**src/rtl/axi4_sram_slave.sv**
```systemverilog
// Single-beat AXI4 slave in front of a 64-bit synchronous SRAM.
// Bursts, oversize and out-of-window accesses are error-terminated without a memory access.
module axi4_sram_slave #(
   parameter int          MEM_AW    = 16,
   parameter logic [31:0] BASE_ADDR = 32'h0
) (
   input  logic              clock,
   input  logic              reset,
   input  logic              io_axi_awvalid,
   output logic              io_axi_awready,
   input  logic              io_axi_awid,
   input  logic [31:0]       io_axi_awaddr,
   input  logic [2:0]        io_axi_awsize,
   input  logic [7:0]        io_axi_awlen,
   input  logic              io_axi_wvalid,
   output logic              io_axi_wready,
   input  logic [63:0]       io_axi_wdata,
   input  logic [7:0]        io_axi_wstrb,
   input  logic              io_axi_wlast,
   output logic              io_axi_bvalid,
   input  logic              io_axi_bready,
   output logic              io_axi_bid,
   output logic [1:0]        io_axi_bresp,
   input  logic              io_axi_arvalid,
   output logic              io_axi_arready,
   input  logic              io_axi_arid,
   input  logic [31:0]       io_axi_araddr,
   input  logic [2:0]        io_axi_arsize,
   input  logic [7:0]        io_axi_arlen,
   output logic              io_axi_rvalid,
   input  logic              io_axi_rready,
   output logic              io_axi_rid,
   output logic [63:0]       io_axi_rdata,
   output logic [1:0]        io_axi_rresp,
   output logic              io_axi_rlast,
   output logic              io_mem_en,
   output logic              io_mem_wen,
   output logic [MEM_AW-1:0] io_mem_addr,
   output logic [63:0]       io_mem_wdata,
   output logic [7:0]        io_mem_wmask,
   input  logic [63:0]       io_mem_rdata
);
   localparam logic [1:0] OKAY   = 2'b00;
   localparam logic [1:0] SLVERR = 2'b10;
   localparam logic [1:0] DECERR = 2'b11;
   localparam logic       PRIO_RD = 1'b0;
   localparam logic       PRIO_WR = 1'b1;

   typedef enum logic [2:0] {IDLE, WR_DATA, WR_RESP, RD_MEM, RD_CAP, RD_RESP} state_t;

   state_t     state, state_nxt;
   logic       prio;
   logic       aw_hs, ar_hs, w_hs;
   logic [1:0] aw_resp, ar_resp, wr_resp;
   logic       unused;

   function automatic logic [1:0] classify(input logic [31:0] addr, input logic [7:0] len,
                                           input logic [2:0] size);
      if (addr[31:MEM_AW+3] != BASE_ADDR[31:MEM_AW+3]) return DECERR;
      if (len != 8'd0 || size > 3'd3) return SLVERR;
      return OKAY;
   endfunction

   assign aw_resp      = classify(io_axi_awaddr, io_axi_awlen, io_axi_awsize);
   assign ar_resp      = classify(io_axi_araddr, io_axi_arlen, io_axi_arsize);
   assign io_axi_rlast = io_axi_rvalid;
   // Sub-word address bits and wlast carry no information for a 64-bit single-beat port.
   assign unused       = ^{io_axi_wlast, io_axi_awaddr[2:0], io_axi_araddr[2:0]};

   always_ff @(posedge clock or posedge reset) begin
      if (reset) state <= IDLE;
      else       state <= state_nxt;
   end

   always_comb begin
      state_nxt      = state;
      io_axi_awready = 1'b0;
      io_axi_arready = 1'b0;
      io_axi_wready  = 1'b0;
      aw_hs          = 1'b0;
      ar_hs          = 1'b0;
      w_hs           = 1'b0;
      case (state)
         IDLE: begin
            // With both channels valid exactly one ready is raised, chosen by prio.
            io_axi_awready = !io_axi_arvalid || prio == PRIO_WR;
            io_axi_arready = !io_axi_awvalid || prio == PRIO_RD;
            aw_hs          = io_axi_awvalid && io_axi_awready;
            ar_hs          = io_axi_arvalid && io_axi_arready;
            if (aw_hs)      state_nxt = WR_DATA;
            else if (ar_hs) state_nxt = (ar_resp == OKAY) ? RD_MEM : RD_RESP;
         end
         WR_DATA: begin
            io_axi_wready = 1'b1;
            w_hs          = io_axi_wvalid;
            if (w_hs) state_nxt = WR_RESP;
         end
         WR_RESP: if (io_axi_bready) state_nxt = IDLE;
         RD_MEM:  state_nxt = RD_CAP;
         RD_CAP:  state_nxt = RD_RESP;
         RD_RESP: if (io_axi_rready) state_nxt = IDLE;
         default: state_nxt = IDLE;
      endcase
   end

   always_ff @(posedge clock or posedge reset) begin
      if (reset) begin
         prio          <= PRIO_RD;
         wr_resp       <= OKAY;
         io_axi_bvalid <= 1'b0;
         io_axi_bid    <= 1'b0;
         io_axi_bresp  <= OKAY;
         io_axi_rvalid <= 1'b0;
         io_axi_rid    <= 1'b0;
         io_axi_rdata  <= '0;
         io_axi_rresp  <= OKAY;
         io_mem_en     <= 1'b0;
         io_mem_wen    <= 1'b0;
         io_mem_addr   <= '0;
         io_mem_wdata  <= '0;
         io_mem_wmask  <= '0;
      end else begin
         io_mem_en  <= 1'b0;
         io_mem_wen <= 1'b0;
         if (aw_hs) begin
            prio        <= PRIO_RD;
            io_axi_bid  <= io_axi_awid;
            wr_resp     <= aw_resp;
            io_mem_addr <= io_axi_awaddr[MEM_AW+2:3];
         end
         if (ar_hs) begin
            prio         <= PRIO_WR;
            io_axi_rid   <= io_axi_arid;
            io_axi_rresp <= ar_resp;
            io_mem_addr  <= io_axi_araddr[MEM_AW+2:3];
            if (ar_resp == OKAY) begin
               io_mem_en <= 1'b1;
            end else begin
               io_axi_rvalid <= 1'b1;
               io_axi_rdata  <= '0;
            end
         end
         if (w_hs) begin
            io_axi_bvalid <= 1'b1;
            io_axi_bresp  <= wr_resp;
            if (wr_resp == OKAY) begin
               io_mem_en    <= 1'b1;
               io_mem_wen   <= 1'b1;
               io_mem_wdata <= io_axi_wdata;
               io_mem_wmask <= io_axi_wstrb;
            end
         end
         // SRAM data is valid the cycle after the enable, i.e. while in RD_CAP.
         if (state == RD_CAP) begin
            io_axi_rdata  <= io_mem_rdata;
            io_axi_rvalid <= 1'b1;
         end
         if (io_axi_bvalid && io_axi_bready) io_axi_bvalid <= 1'b0;
         if (io_axi_rvalid && io_axi_rready) io_axi_rvalid <= 1'b0;
      end
   end
endmodule

```
**config.mk**
```make
export PLATFORM = sky130hd
export DESIGN_NAME = axi4_sram_slave
export DESIGN_NICKNAME = d
export VERILOG_FILES = /design/src/rtl/axi4_sram_slave.sv
export SDC_FILE = /design/constraint.sdc
export NUM_CORES = 1
export LEC_CHECK = 0
export CAP_MARGIN = 20
export CORE_MARGIN = 8
export CORE_UTILIZATION = 25
export CTS_BUF_LIST = sky130_fd_sc_hd__clkbuf_16
export CTS_CLUSTER_DIAMETER = 60
export DETAILED_ROUTE_END_ITERATION = 10
export GPL_ROUTABILITY_DRIVEN = 1
export PLACE_DENSITY_LB_ADDON = 0.05
export SLEW_MARGIN = 0
export SYNTH_ARGS = -nofsm -noshare
export SYNTH_HDL_FRONTEND = slang
export SYNTH_SLANG_ARGS = --single-unit
export TNS_END_PERCENT = 10
```
**constraint.sdc**
```tcl
create_clock -name clock -period 10.2 [get_ports clock]
set_input_delay 2.04 -clock clock [delete_from_list [all_inputs] [get_ports clock]]
set_output_delay 2.04 -clock clock [all_outputs]
set_load 0.01 [all_outputs]
```
==> impl_metrics.toml, run 1 <==
[global_route]
grt_antenna_before_repair = 0
grt_pass1_vias = 6043
grt_max_degree = 66
grt_pass1_wl_um = 37300
gr-total-overflow = 0
grt.total_usage_pct = 14.5

[finish]
areaGrowthSynthToFinish_pct = 68.6
diodes = 0
design_area_um2 = 11800
final_cell_mix = "clkdlybuf4s50_1, dfrtp_1, nand2_1"
layout_commonest_cell = "clkdlybuf4s50_1"
layout-drive-gt1-share_pct = 13.1
finish.net_count = 1189

[drt]
dr.pass1.iters = 4
ant_nets = 0
postRouteWirelength_um = 25100
wl_met2_um = 11700
wl_met1_um = 10600
vias = 5600
drt-initial-drc-count = 278
met3WireLength_um = 2630
drc = 0
dr.max_layer_used = "met4"
routedWlPerCell_um = 18.6
vias_per_cell = 4.15

[floorplan]
die-area_um2 = 33600
io_pins = 398
coreArea_um2 = 27600
row_count = 61
die_x_um = 183
die_y_um = 183
initial_core_util_pct = 25.3

[clock_tree]
cts_resized = 0
cts-root-buf = "clkbuf_16"
holdBufCountCts = 0
clockBufferDepth = 2
cts_tree = "built"
cts_setup_buffers = 0
cts_sinks = 168
clkLatencyLatePin_ns = 0.43
h-tree-depth = 4
cts.clk_slew.worst_paths_ns = 0.06
cts_made_buffers = 17

[setup_path]
worstPathRequired_ns = 8.16
reg2reg_to = "io_mem_wdata[60]$_DFFE_PP0P_"
crit_fanout = 5
worst_setup_path_start_kind = "input pin"
end_kind = "output pin"
cp_data_arrival_time_ns = 3.36
worst-setup-path-type = "input pin to output pin"
r2r_start = "state[2]$_DFFE_PP0P_"
r2r_slack_ns = 7.61
rr_worst_depth = 5

[timing]
fmax_mhz = 185
slew_viol_final = 0
min_period_over_period_pct = 52.9
skew_ns = 0.0217
slew_headroom_pct = 34.2
setup_viol = 0
tightestPinTransition_ns = 0.987
min_period_ns = 5.40
hold_viol = 0
finalSetupTns_ns = 0
rsz0062_at_grt = "false"

[run_status]
status = "complete, no violations"

[pwr]
power_density_nw_per_um2 = 269
p_leak_nw = 5.26
ir_drop_v = 0.000151

[yosys]
yosys_warnings = 0
synth_seq_cells = 168
syn_nets = 813
synth-edff-count = 0
synth_cell_types = 35
synthCells = 581
synthArstFlopShare_pct = 100
seq_area_frac_synth_pct = 60.2
avgSynthCellArea_um2 = 12.0
syn_area_um2 = 6990
ys.flop_type = "dfrtp_1"

[min_path]
hold_start = "io_axi_bvalid$_DFFE_PP0P_"
min_to = "io_axi_bvalid$_DFFE_PP0P_"
hold_class = "flip-flop to flip-flop"
whs_path_depth = 1

[place]
port_buffers = 386
dp_hpwl_um = 18400
gp_congestion = 0.696
placed_area_um2 = 11200

[flow_run]
drv_cap = 0
==> worst max-delay path by stage <==
stage | from | cells past startpoint | end
4_1_cts | io_axi_arvalid | 3 | io_axi_awready
6_report | io_axi_arvalid | 3 | io_axi_awready
3_3_place_gp | io_axi_arvalid | 3 | io_axi_awready
5_1_grt | io_axi_arvalid | 3 | io_axi_awready
3_5_place_dp | io_axi_arvalid | 3 | io_axi_awready
2_1_floorplan | reset | 1 | io_axi_bid$_DFFE_PP0P_
==> critical path, cell delays in order <==
cell and delay (ns):
clkdlybuf4s50_1 0.49, a21oi_1 0.22, clkdlybuf4s50_1 0.60
==> synth_stat cells, drive strengths merged (2+ instances only) <==
master | number | area, µm²
a21oi | 5 | 25.0
o21ai | 83 | 415
dfrtp | 168 | 4200
inv | 4 | 15.0
mux2i | 17 | 170
clkbuf | 21 | 83.8
nor3b | 2 | 26.3
or3 | 3 | 18.8
nand2 | 154 | 581
buf | 15 | 136
mux2 | 80 | 1120
nor4 | 7 | 58.8
nor2 | 4 | 15.0
nor3 | 5 | 25.0
==> layout make-up <==
class,count,area (µm²)
Clock buffer,17,425
Clock inverter,15,160
Fill cell,2757,15800
Inverter,4,20.0
Multi-Input combinational cell,373,2580
Sequential cell,168,4200
Tap cell,378,473
Timing Repair Buffer,393,3920
==> cells by family after synthesis <==
group / count (synthesis) / share of synthesized area (%)
AO/OA/AOI/OAI: 93 / 6.84
buffers and inverters: 40 / 3.37
AND/OR/NAND/NOR: 183 / 11.2
flip-flops: 168 / 60.2
multiplexers: 97 / 18.4
==> stage by stage <==
| step | total power [mW] | setup WS, ns | std cells | util (%) | hold WS (ns) |
|---|---|---|---|---|---|
| 4_1_cts | 3.23 | 4.78 | 1347 | 42.6 | 0.474 |
| 5_1_grt | 3.38 | 4.75 | 1348 | 42.7 | 0.486 |
| 3_3_place_gp | 2.54 | 4.80 | 1315 | 40.5 | 0.462 |
| 2_1_floorplan | 1.72 | 3.61 | 581 | - | 0.491 |
| 6_report | 3.17 | 4.80 | 1348 | 42.7 | 0.466 |
| 3_5_place_dp | 2.55 | 4.78 | 1315 | 40.5 | 0.465 |
==> routing by layer <==
layer | track usage (%) | vias to the layer above
met2 | 23.0 | 233
met1 | 17.4 | 2649
met3 | 7.14 | 11
met4 | 3.19 | 0
li1 | - | 2707
met5 | 0 | -
==> flip-flops by register name (all words and copies together), names as in the netlist <==
signal / cells
io_axi_rdata: 64
io_mem_wdata: 64
io_mem_addr: 16
io_mem_wmask: 8
state: 3
io_axi_bresp: 2
io_axi_rresp: 2
wr_resp: 2
io_axi_bid: 1
io_axi_bvalid: 1
io_axi_rid: 1
io_axi_rlast: 1
io_mem_en: 1
io_mem_wen: 1
prio: 1
==> power breakdown <==
group / total, mW / internal, mW / switching [mW]
Combinational: 1.40 / 0.803 / 0.599
Sequential: 1.11 / 0.952 / 0.158
Clock: 0.656 / 0.349 / 0.307
Note: power is estimated with default switching activity, not from simulation.
==> run 2, diff against run 1 <==
==> constraint.sdc (replaced) <==
create_clock -name clock -period 4.85 [get_ports clock]
set_input_delay 0.97 -clock clock [delete_from_list [all_inputs] [get_ports clock]]
set_output_delay 0.97 -clock clock [all_outputs]
set_load 0.01 [all_outputs]
==> run 2 against run 1 <==
- routed wire length increased by 0.31%
- power increased by 110%
- die area unchanged
- global-route usage increased by 0.27 points
- clock skew decreased by 0.0064 ns
- critical path type unchanged
- largest power group unchanged
==> impl_metrics.toml, run 2 (synthesis results as in run 1) <==
[finish]
layout_commonest_cell = "clkdlybuf4s50_1"
design_area_um2 = 11800
layout-drive-gt1-share_pct = 13.4
reg.largest.list = "io_axi_rdata (64), io_mem_wdata (64), io_mem_addr (16)"
finish.net_count = 1190
diodes = 0
areaGrowthSynthToFinish_pct = 69.2
fill_cells = 2707
final_cell_mix = "clkdlybuf4s50_1, dfrtp_1, nand2_1"

[timing]
slew_headroom_pct = 40.8
setup_viol = 0
slew_viol_final = 0
min_period_over_period_pct = 68.3
min_period_ns = 3.31
fmax_mhz = 302
tightestPinTransition_ns = 0.885
finalSetupTns_ns = 0
hold_viol = 0
skew_ns = 0.0153
rsz0062_at_grt = "false"

[setup_path]
cp_data_arrival_time_ns = 2.34
end_kind = "output pin"
worstPathRequired_ns = 3.88
rr_worst_depth = 5
crit_fanout = 5
worst-setup-path-type = "input pin to output pin"
worst_setup_path_start_kind = "input pin"
r2r_start = "state[2]$_DFFE_PP0P_"
r2r_slack_ns = 2.29
reg2reg_to = "io_axi_rdata[35]$_DFFE_PP0P_"

[global_route]
grt_pass1_vias = 5994
grt_antenna_before_repair = 2
gr-total-overflow = 0
met2_usage_pct = 24.3
grt-busiest-layer = "met2"
grt.total_usage_pct = 14.7
use_met1_pct = 17.7
grtUsageMet3_pct = 6.09
grt_max_degree = 102
grt_pass1_wl_um = 38000

[clock_tree]
cts.clk_slew.worst_paths_ns = 0.07
holdBufCountCts = 0
cts_made_buffers = 17
cts-root-buf = "clkbuf_16"
cts_sinks = 168
cts_setup_buffers = 0
h-tree-depth = 4
cts_resized = 0
clkLatencyLatePin_ns = 0.43
clockBufferDepth = 2
cts_tree = "built"

[drt]
vias_per_cell = 4.20
ant_nets = 0
routedWlPerCell_um = 18.7
drt-initial-drc-count = 234
postRouteWirelength_um = 25200
dr.pass1.iters = 4
drc = 0
vias = 5669

[place]
gp_congestion = 0.708
dp_hpwl_um = 18700
port_buffers = 386
placed_area_um2 = 11200

[run_status]
status = "complete, no violations"

[floorplan]
die-area_um2 = 33600
initial_core_util_pct = 25.3
die_x_um = 183
coreArea_um2 = 27600
die_y_um = 183
row_count = 61
io_pins = 398

[pwr]
p_leak_nw = 5.27
power_density_nw_per_um2 = 566
ir_drop_v = 0.000238

[flow_run]
drv_cap = 0

[min_path]
whs_path_depth = 1
min_to = "io_axi_bvalid$_DFFE_PP0P_"
hold_class = "flip-flop to flip-flop"
hold_start = "io_axi_bvalid$_DFFE_PP0P_"
## run 2: cell count changes in the layout (fill, tap and decap cells not counted)
cell        previous run  this run
buf_12                 0         2
nand2_2                1         2
clkinv_8               1         2
nand2_4                1         0
clkinv_1               2         0
clkinv_2               0         1
buf_4                  6         5
inv_8                  4         5
clkinvlp_4             0         2
inv_6                  6         3
## run 2: worst max-delay path, cell delays in order
cell             delay, ns
clkdlybuf4s50_1       0.51
a21oi_1               0.25
clkdlybuf4s50_1       0.61
## run 2: power by group
part	internal, mW	switching, mW
sequential	2.00	0.343
clock	0.740	0.656
combinational	1.69	1.25
## run 2: cell type report
| cell class | instances | area, µm² | area share [%] |
|---|---|---|---|
| flip-flops and latches | 168 | 4200 | 35.5 |
| repair buffers | 394 | 3960 | 33.5 |
| multi-input cells | 373 | 2570 | 21.8 |
| clock inverters | 15 | 175 | 1.48 |
| clock buffers | 17 | 425 | 3.60 |
| well taps | 378 | 473 | 4.00 |
| inverters | 4 | 18.8 | 0.159 |
## run 2: through the flow
stage | hold WS (ns) | setup WS [ns] | cells | utilization [%] | power [mW]
floorplan | 0.491 | 1.74 | 581 | - | 3.61
global placement | 0.461 | 1.51 | 1316 | 40.6 | 5.36
detailed placement | 0.469 | 1.52 | 1316 | 40.6 | 5.37
CTS | 0.478 | 1.55 | 1348 | 42.7 | 6.82
global route | 0.492 | 1.46 | 1349 | 42.8 | 7.15
finish | 0.475 | 1.54 | 1349 | 42.8 | 6.69
## run 2: worst max-delay path by stage
stage	start	to	cells past startpoint
2_1_floorplan	reset	io_axi_bid$_DFFE_PP0P_	1
3_3_place_gp	io_axi_araddr[27]	io_axi_rdata[35]$_DFFE_PP0P_	6
3_5_place_dp	io_axi_araddr[30]	io_axi_rdata[15]$_DFFE_PP0P_	6
4_1_cts	io_axi_arvalid	io_axi_awready	3
5_1_grt	io_axi_arvalid	io_axi_awready	3
6_report	io_axi_arvalid	io_axi_awready	3
## run 2: metal layers
layer / vias up / wire length, µm
met5: - / 23
met4: 4 / 203
met3: 18 / 2370
met2: 235 / 12100
met1: 2690 / 10500
li1: 2722 / -
==> run 3, diff against run 2 <==
==> constraint.sdc (replaced) <==
create_clock -name clock -period 2.7 [get_ports clock]
set_input_delay 0.54 -clock clock [delete_from_list [all_inputs] [get_ports clock]]
set_output_delay 0.54 -clock clock [all_outputs]
set_load 0.01 [all_outputs]
==> run 3 against run 2 <==
- first-iteration DRC count fell by 7.7%
- combinational power rose by 83%
- worst setup slack got worse by 1.4 ns
- clock skew fell by 0.0030 ns
- count of clock-buffer cells in the layout did not move
- final cell count rose by 0.30%
- core utilization rose by 0.12 points
- sequential cell count did not move
- register-to-register slack got worse by 1.8 ns
- sequential share of layout area fell by 0.098 points
- routed wire length rose by 0.40%
- non-clock buffer count rose by 5
- critical path type is now flip-flop to output pin
- highest routed layer unchanged
==> impl_metrics.toml, run 3 (synthesis results as in run 1) <==
[floorplan]
io_pins = 398
die_x_um = 183
die-area_um2 = 33600
die_y_um = 183
row_count = 61
coreArea_um2 = 27600
initial_core_util_pct = 25.3

[clock_tree]
cts_tree = "built"
cts-root-buf = "clkbuf_16"
cts_made_buffers = 17
cts.clk_slew.worst_paths_ns = 0.06
clkLatencyLatePin_ns = 0.42
clockBufferDepth = 2
cts_sinks = 168
cts_setup_buffers = 0
cts_resized = 0
holdBufCountCts = 0
h-tree-depth = 4

[setup_path]
cp_data_arrival_time_ns = 2.02
worstPathCellList = "or3_1 > a21oi_1 > clkdlybuf4s50_1"
slowest_delay_ns = 0.59
path_buf_inv = 1
worst-setup-path-type = "flip-flop to output pin"
end_kind = "output pin"
crit_fanout = 10
worstPathRequired_ns = 2.16
critPathSlowestCell = "clkdlybuf4s50_1"
critPathTopFamily = "buffers and inverters"
worst_setup_path_start_kind = "flip-flop"

[global_route]
grt.total_usage_pct = 14.7
gr-total-overflow = 0
grt_max_degree = 94
grt_antenna_before_repair = 1
grt_pass1_vias = 6003
grt_pass1_wl_um = 37700

[drt]
routedWlPerCell_um = 18.7
vias_per_cell = 4.18
drc = 0
ant_nets = 0
dr.pass1.iters = 4
postRouteWirelength_um = 25300
drt-initial-drc-count = 216
vias = 5654

[pwr]
p_sw_share_pct = 33.6
finalPower_mw = 11.9
p_leak_nw = 5.29
sequentialPowerShare_pct = 35.1
ir_drop_v = 0.000393
clkPwrFrac_pct = 19.5
p_comb_share_pct = 45.5
p_switching_mw = 4.00
power_density_nw_per_um2 = 1000
intPower_mw = 7.91

[place]
placed_area_um2 = 11300
dp_hpwl_um = 18800
gp_congestion = 0.716
pre_cts_slack_ns = 0.110
port_buffers = 386

[finish]
design_area_um2 = 11900
finish.net_count = 1195
diodes = 0
layout-drive-gt1-share_pct = 13.6
fill_cells = 2690
reg.largest.list = "io_axi_rdata (64), io_mem_wdata (64), io_mem_addr (16)"
layout_commonest_cell = "clkdlybuf4s50_1"
areaGrowthSynthToFinish_pct = 69.7
final_cell_mix = "clkdlybuf4s50_1, dfrtp_1, nand2_1"

[timing]
min_period_over_period_pct = 94.9
slew_headroom_pct = 61.1
min_period_ns = 2.56
finalSetupTns_ns = 0
setup_viol = 0
hold_viol = 0
fmax_mhz = 390
skew_ns = 0.0123
tightestPinTransition_ns = 0.583
slew_viol_final = 0
rsz0062_at_grt = "false"
setup_slack_ns = 0.137

[min_path]
hold_class = "flip-flop to flip-flop"

[flow_run]
drv_cap = 0

[run_status]
status = "complete, no violations"
run 3: power groups by stage:
stage / Clock [mW] / Sequential [mW] / Combinational (mW)
6_report: 2.32 / 4.18 / 5.41
5_1_grt: 2.52 / 4.34 / 5.86
4_1_cts: 2.43 / 4.19 / 5.54
3_5_place_dp: 0 / 4.22 / 5.52
3_3_place_gp: 0 / 4.19 / 5.55
2_1_floorplan: 0 / 4.67 / 1.81
run 3: cell type report:
class	instances	area, µm²	share of cell area [%]
Sequential cell	168	4200	35.5
Clock inverter	14	113	0.950
Inverter	4	18.8	0.158
Multi-Input combinational cell	373	2570	21.7
Clock buffer	17	425	3.59
Tap cell	378	473	3.99
Timing Repair Buffer	399	4050	34.2
run 3: layer usage:
layer	vias up	wire length, µm	global-route usage [%]
li1	2732	-	-
met1	2683	10600	17.4
met2	226	12100	24.4
met3	11	2430	6.37
met4	2	182	2.99
met5	-	13	0
run 3: path summary, 6_finish.rpt:
check	depth (start not counted)	startpoint	slack [ns]	endpoint
setup / recovery	3	state[0]$_DFFE_PP0P_	0.14	io_axi_arready
setup reg to reg	6	state[2]$_DFFE_PP0P_	0.54	io_mem_wdata[6]$_DFFE_PP0P_
min in group asynchronous	3	reset	0.58	io_mem_wdata[51]$_DFFE_PP0P_
hold reg to reg	1	io_axi_bvalid$_DFFE_PP0P_	0.47	io_axi_bvalid$_DFFE_PP0P_
hold / removal	1	io_axi_bvalid$_DFFE_PP0P_	0.47	io_axi_bvalid$_DFFE_PP0P_
max in group asynchronous	3	reset	1.58	io_axi_rdata[15]$_DFFE_PP0P_
run 3: per-stage QoR:
step	std cells	util (%)	hold slack (ns)
3_3_place_gp	1322	41.0	0.460
3_5_place_dp	1322	41.0	0.469
6_report	1353	42.9	0.473
2_1_floorplan	581	-	0.491
4_1_cts	1353	42.9	0.478
5_1_grt	1353	42.9	0.489
